**config.mk**
```make
export PLATFORM = sky130hd
export DESIGN_NAME = rx_message_ext_sq
export DESIGN_NICKNAME = d
export VERILOG_FILES = /design/src/rtl/rx_message_ext_sq.sv
export SDC_FILE = /design/constraint.sdc
export NUM_CORES = 2
export LEC_CHECK = 0
export CORE_UTILIZATION = 52
export DETAILED_ROUTE_END_ITERATION = 8
export HOLD_SLACK_MARGIN = 0.06
export PLACE_DENSITY = 0.77
export SKIP_CTS_REPAIR_TIMING = 1
export SLEW_MARGIN = 20
export SYNTH_ARGS = -nofsm -noshare
export SYNTH_HDL_FRONTEND = slang
export SYNTH_SLANG_ARGS = --single-unit
export TNS_END_PERCENT = 30
```
**constraint.sdc**
```tcl
create_clock -name clk -period 31.4 [get_ports clk]
set_clock_uncertainty 0.2 [all_clocks]
set_input_delay 3.14 -clock clk [delete_from_list [all_inputs] [get_ports clk]]
set_output_delay 3.14 -clock clk [all_outputs]
set_load 0.01 [all_outputs]
```
**src/rtl/rx_message_ext_sq.sv**
```systemverilog
// rx_message_ext_sq
//   Receive-side deframer for the PPM-BPSK + 8PSK extended squitter. Consumes the
//   sliced ena_m/sym_m slot stream, checks the 8-slot preamble, decodes one PPM bit
//   and one 3-bit 8PSK symbol per payload slot, and presents the reassembled
//   112-bit BPSK word and 324-bit 8PSK word with a one-cycle valid pulse.
// Ports
//   clk        system clock
//   reset      asynchronous, active-high reset
//   ena_m      PPM pulse (high for one half of a slot)
//   sym_m      8PSK symbol, held for the whole slot
//   busy       frame in progress (preamble check or payload)
//   valid      one-cycle pulse: data/data_8psk/slot_err hold a new frame
//   data       BPSK bits, slot 8+k -> data[111-k]
//   data_8psk  8PSK bits in the transmit-framer layout
//   slot_err   ambiguous PPM slots in the last frame (saturating)
//   sync_fail  one-cycle pulse: preamble mismatch, frame dropped
module rx_message_ext_sq #(
  parameter int          N        = 10,
  parameter logic [15:0] PREAMBLE = 16'hA140
) (
  input  logic         clk,
  input  logic         reset,
  input  logic         ena_m,
  input  logic [2:0]   sym_m,
  output logic         busy,
  output logic         valid,
  output logic [111:0] data,
  output logic [323:0] data_8psk,
  output logic [7:0]   slot_err,
  output logic         sync_fail
);

  localparam int H  = N / 2;
  localparam int CW = (H > 1) ? $clog2(H) : 1;
  localparam logic [CW-1:0] CC_SMP = CW'(H / 2);
  localparam logic [CW-1:0] CC_END = CW'(H - 1);

  typedef enum logic [1:0] {IDLE, PRE, DATA} state_t;

  state_t         state_q, state_d;
  logic           ena_q;
  logic [CW-1:0]  cc_q, cc_d;
  logic [7:0]     hc_q, hc_d;
  logic [15:0]    pre_q, pre_d;
  logic           a_q, a_d;
  logic [2:0]     syma_q, syma_d;
  logic [111:0]   dsh_q, dsh_d;
  logic [323:0]   psh_q, psh_d;
  logic [7:0]     err_q, err_d;
  logic [111:0]   data_q, data_d;
  logic [323:0]   psk_q, psk_d;
  logic [7:0]     errout_q, errout_d;
  logic           valid_q, valid_d;
  logic           fail_q, fail_d;

  logic           rise, smp, amb;
  logic [6:0]     slot, didx;
  logic [8:0]     p0;
  logic [15:0]    pre_nx;
  logic [2:0]     sym;

  assign rise   = ena_m & ~ena_q;
  assign smp    = (cc_q == CC_SMP);
  assign slot   = hc_q[7:1];
  assign didx   = 7'd119 - slot;
  // 8PSK sym[2] lands in bits 0..107; sym[1]/sym[0] planes sit +108/+216 above it
  assign p0     = (slot < 7'd80) ? (9'd79 - 9'(slot)) : (9'd187 - 9'(slot));
  assign pre_nx = {pre_q[14:0], ena_m};
  // Decoded bit is always the first-half sample; equal halves are flagged
  assign amb    = (a_q == ena_m);
  // Symbol is taken from whichever half carried the pulse
  assign sym    = a_q ? syma_q : sym_m;

  always_comb begin
    state_d  = state_q;
    cc_d     = cc_q;
    hc_d     = hc_q;
    pre_d    = pre_q;
    a_d      = a_q;
    syma_d   = syma_q;
    dsh_d    = dsh_q;
    psh_d    = psh_q;
    err_d    = err_q;
    data_d   = data_q;
    psk_d    = psk_q;
    errout_d = errout_q;
    valid_d  = 1'b0;
    fail_d   = 1'b0;
    case (state_q)
      IDLE: begin
        if (rise) begin
          // the rise clock itself is offset 0 of half-slot 0
          state_d = PRE;
          cc_d    = CW'(1);
          hc_d    = 8'd0;
          pre_d   = 16'd0;
          err_d   = 8'd0;
        end
      end
      PRE, DATA: begin
        if (cc_q == CC_END) begin
          cc_d = '0;
          hc_d = hc_q + 8'd1;
        end else begin
          cc_d = cc_q + CW'(1);
        end
        if (smp && state_q == PRE) begin
          pre_d = pre_nx;
          if (hc_q == 8'd15) begin
            if (pre_nx == PREAMBLE) begin
              state_d = DATA;
            end else begin
              state_d = IDLE;
              fail_d  = 1'b1;
            end
          end
        end
        if (smp && state_q == DATA) begin
          if (!hc_q[0]) begin
            a_d    = ena_m;
            syma_d = sym_m;
          end else begin
            dsh_d[didx] = a_q;
            if (amb && err_q != 8'hFF) err_d = err_q + 8'd1;
            if (slot >= 7'd12) begin
              psh_d[p0]          = sym[2];
              psh_d[p0 + 9'd108] = sym[1];
              psh_d[p0 + 9'd216] = sym[0];
            end
            if (hc_q == 8'd239) begin
              state_d  = IDLE;
              valid_d  = 1'b1;
              data_d   = dsh_d;
              psk_d    = psh_d;
              errout_d = err_d;
            end
          end
        end
      end
      default: state_d = IDLE;
    endcase
  end

  always_ff @(posedge clk or posedge reset) begin
    if (reset) begin
      state_q  <= IDLE;
      ena_q    <= 1'b0;
      cc_q     <= '0;
      hc_q     <= 8'd0;
      pre_q    <= 16'd0;
      a_q      <= 1'b0;
      syma_q   <= 3'd0;
      dsh_q    <= '0;
      psh_q    <= '0;
      err_q    <= 8'd0;
      data_q   <= '0;
      psk_q    <= '0;
      errout_q <= 8'd0;
      valid_q  <= 1'b0;
      fail_q   <= 1'b0;
    end else begin
      state_q  <= state_d;
      ena_q    <= ena_m;
      cc_q     <= cc_d;
      hc_q     <= hc_d;
      pre_q    <= pre_d;
      a_q      <= a_d;
      syma_q   <= syma_d;
      dsh_q    <= dsh_d;
      psh_q    <= psh_d;
      err_q    <= err_d;
      data_q   <= data_d;
      psk_q    <= psk_d;
      errout_q <= errout_d;
      valid_q  <= valid_d;
      fail_q   <= fail_d;
    end
  end

  assign busy      = (state_q != IDLE);
  assign valid     = valid_q;
  assign sync_fail = fail_q;
  assign data      = data_q;
  assign data_8psk = psk_q;
  assign slot_err  = errout_q;

endmodule

```
==> reports/metrics.yaml <==
cells_and_area:
  fin_nets: 4708
  layout-drive-gt1-share: 0.0965
  syn2layout_area_growth_pct: 19.3
clock_tree:
  cts_tree: "done"
  h-tree-depth: 3
  clockBufferDepth: 3
  clkLatencyLatePin_ps: 680
  cts-root-buf: "clkbuf_16"
  cts.sinks: 923
  cts_buffers: 96
  clkTransAtPathRegs_ps: 60
power_and_ir_drop:
  pwr-share-clk: 0.474
  power.internal_mw: 1.86
  seqPwrFrac: 0.490
  power.share.combinational: 0.036
  swShare: 0.236
  p_switching_mw: 0.573
  vdd_drop_max_mv: 0.0443
  power_mw: 2.43
  leakage_nw: 20.8
  power.density_mw_per_mm2: 47.6
grt:
  grt_util_met3: 0.0753
  track_usage: 0.322
  grtUsageMet2: 0.488
  grt_busiest_layer: "met2"
  grt_pass1_vias: 34200
  grt_pass1_wl_um: 206000
  antenna_found_initial: 1
  grt-ovfl-total: 0
  grt_util_met1: 0.432
  grt_max_degree: 166
setup_path:
  path_class: "primary input to asynchronous set/reset pin"
  startpoint: "reset"
  crit_arrival_ps: 6800
  cp.required_ps: 31850
  worstPathMaxFanout: 121
  cp-start-kind: "primary input"
  rr_startpoint: "hc_q[5]"
  crit_path_end_kind: "asynchronous set/reset pin"
die:
  placementRows: 104
  fp.dieArea_mm2: 0.0835
  dieWidth_um: 289
  placeableCoreArea_mm2: 0.0811
  ios: 453
  die_height_um: 289
  start_util: 0.528
drt:
  route.detailed.drc: 15
  wl_per_cell_um: 23.6
  num_vias: 37000
  antenna_left: 0
  wl_um: 137000
  drt_iter0_drc: 4639
  dr.pass1.iters: 9
  routed_via_density: 6.35
synthesis:
  syn_nets: 4513
  synthCells: 4490
  synthesis.area_mm2: 0.0428
  ys_types: 80
  ys_ff_latch: 923
  synth-main-ff-cell: "dfrtp_1"
  syn_avg_cell_area_um2: 9.54
  synth_edf_count: 0
  yosysWarningCount: 0
  ys_seq_area_frac: 0.539
  async_flop_share: 1.00
timing:
  worst_pin_slew_ps: 1190
  finalCritPeriodShare: 0.202
  relSlewSlack: 0.210
  clock.fmax_mhz: 158
  finalSetupViolations: 0
  hold_violations: 0
  setup_tns_ps: 0
  min_period_ps: 6350
  maxSlewViolCount: 0
  rsz0062_at_grt: "no"
place:
  place_congestion: 0.933
  hpwlAfterDp_um: 85900
  portBuffers: 452
run_status:
  violations: "design-rule violations"
  status: "finished with violations"
run:
  cap_violations: 0
worst_hold_path:
  hold_class: "flop to flop"
  worstHoldStart: "psh_q[315]"
-- final cells by class --
class,instances,area [um2]
Antenna cell,1,2.50
Multi-Input combinational cell,3106,18100
Inverter,21,93.8
Tap cell,1060,1330
Clock buffer,138,2780
Clock inverter,33,419
Timing Repair Buffer,537,5220
Sequential cell,923,23100
Fill cell,6557,30000
-- worst paths after layout --
check | cells after the start | slack [ps] | to
max in group clk | 11 | 25460 | psh_q[250]
min | 2 | 260 | data_8psk[315]
min reg2reg | 2 | 260 | data_8psk[315]
max reg2reg | 11 | 25460 | psh_q[250]
max | 5 | 25050 | data_8psk[18]
min in group asynchronous | 2 | 2800 | data_8psk[109]
-- cells by family (layout without fill, tap and decap cells) --
logic type                 after synthesis  in the layout  share of synthesized area
and+or+nand+nor                       1381           1381                      0.132
DFF                                    923            923                      0.539
muxes                                  284            284                     0.0710
adders and majority gates               17             17                    0.00497
AOI/OAI and AO/OA                     1406           1406                      0.205
other                                    0              1                          0
xor gates and xnor gates                18             18                    0.00412
buffers and inverters                  461            729                     0.0439
-- metal layers --
metal,vias to the layer above,part of all wire
met3,450,0.099
li1,16400,-
met1,18100,0.39
met2,2020,0.45
met5,-,0
met4,0,0.058
-- power groups by stage --
stage / Clock [mW] / Sequential, mW / Combinational (mW)
finish: 1.15 / 1.19 / 0.0875
global route: 1.21 / 1.19 / 0.0953
CTS: 1.16 / 1.19 / 0.0856
detailed placement: 0 / 1.21 / 0.0852
global placement: 0 / 1.21 / 0.0847
floorplan: 0 / 1.21 / 0.0613
-- metrics by stage --
| step | utilization | instance area, um2 | std cells | hold slack [ps] | setup WS (ps) |
|---|---|---|---|---|---|
| final | 0.630 | 51100 | 5819 | 263 | 25050 |
| after global routing | 0.630 | 51100 | 5818 | 286 | 24450 |
| after CTS | 0.629 | 51000 | 5816 | 259 | 24740 |
| after detailed placement | 0.590 | 47800 | 5645 | 255 | 24050 |
| after global placement | 0.590 | 47800 | 5645 | 251 | 24060 |
| after floorplan | - | 42800 | 4490 | 239 | 2110 |
-- cell usage in the layout, fill, tap and decap left out, types with 8 or more instances in the layout --
master,n
dfrtp_1,921
nand2_1,695
clkdlybuf4s50_1,452
nor2_1,451
a21oi_1,406
a31oi_1,297
o21ai_0,284
mux2_2,144
mux2i_1,135
clkbuf_16,96
a311oi_1,95
a21o_1,90
buf_4,80
nor3_1,45
nand3_1,44
a221oi_1,42
o31ai_1,33
nor4_1,27
clkbuf_8,22
nand4_1,21
nor2_2,21
clkbuf_1,20
inv_1,17
o22ai_1,17
ha_1,17
a41oi_1,16
a211oi_1,15
clkinv_2,15
o221ai_1,14
nor2_4,13
xnor2_1,12
a22oi_1,12
o41ai_1,12
nor2b_1,10
o21ai_1,10
nand2b_1,9
and2_1,8
o211ai_1,8
a221o_1,8
-- flip-flops by register name (all words and copies together), names as in the netlist, 8 cells and up --
name / flops
psh_q: 324
err_q: 8
data_8psk: 324
slot_err: 8
data: 112
hc_q: 8
dsh_q: 112
pre_q: 15
-- Yosys cell counts, types with 8 or more instances --
cell type | count | area share
dfrtp_1 | 923 | 0.54
nand2_1 | 697 | 0.061
nor2_1 | 481 | 0.042
a21oi_1 | 407 | 0.048
clkbuf_1 | 331 | 0.029
a31oi_1 | 297 | 0.043
o21ai_0 | 285 | 0.033
mux2_2 | 144 | 0.038
mux2i_1 | 138 | 0.032
a311oi_1 | 95 | 0.019
a21o_1 | 90 | 0.016
buf_2 | 75 | 0.0088
nor3_1 | 48 | 0.0056
nand3_1 | 44 | 0.0051
a221oi_1 | 42 | 0.0086
o31ai_1 | 33 | 0.0058
nor4_1 | 27 | 0.0039
buf_1 | 22 | 0.0019
nand4_1 | 21 | 0.0031
inv_1 | 18 | 0.0016
ha_1 | 17 | 0.0050
o22ai_1 | 17 | 0.0025
a211oi_1 | 16 | 0.0028
a41oi_1 | 16 | 0.0033
o221ai_1 | 14 | 0.0029
a22oi_1 | 12 | 0.0021
o41ai_1 | 12 | 0.0025
xnor2_1 | 12 | 0.0025
o21ai_1 | 11 | 0.0013
nor2b_1 | 10 | 0.0015
and2_1 | 9 | 0.0013
buf_4 | 9 | 0.0016
nand2b_1 | 9 | 0.0013
a221o_1 | 8 | 0.0019
o211ai_1 | 8 | 0.0014
-- worst max-delay path, cell delays in order --
cell and delay, ps:
clkdlybuf4s50_1 490, inv_8 560, buf_4 820, buf_4 800, buf_4 800
No activity file was read; power rests on OpenSTA's default activity.
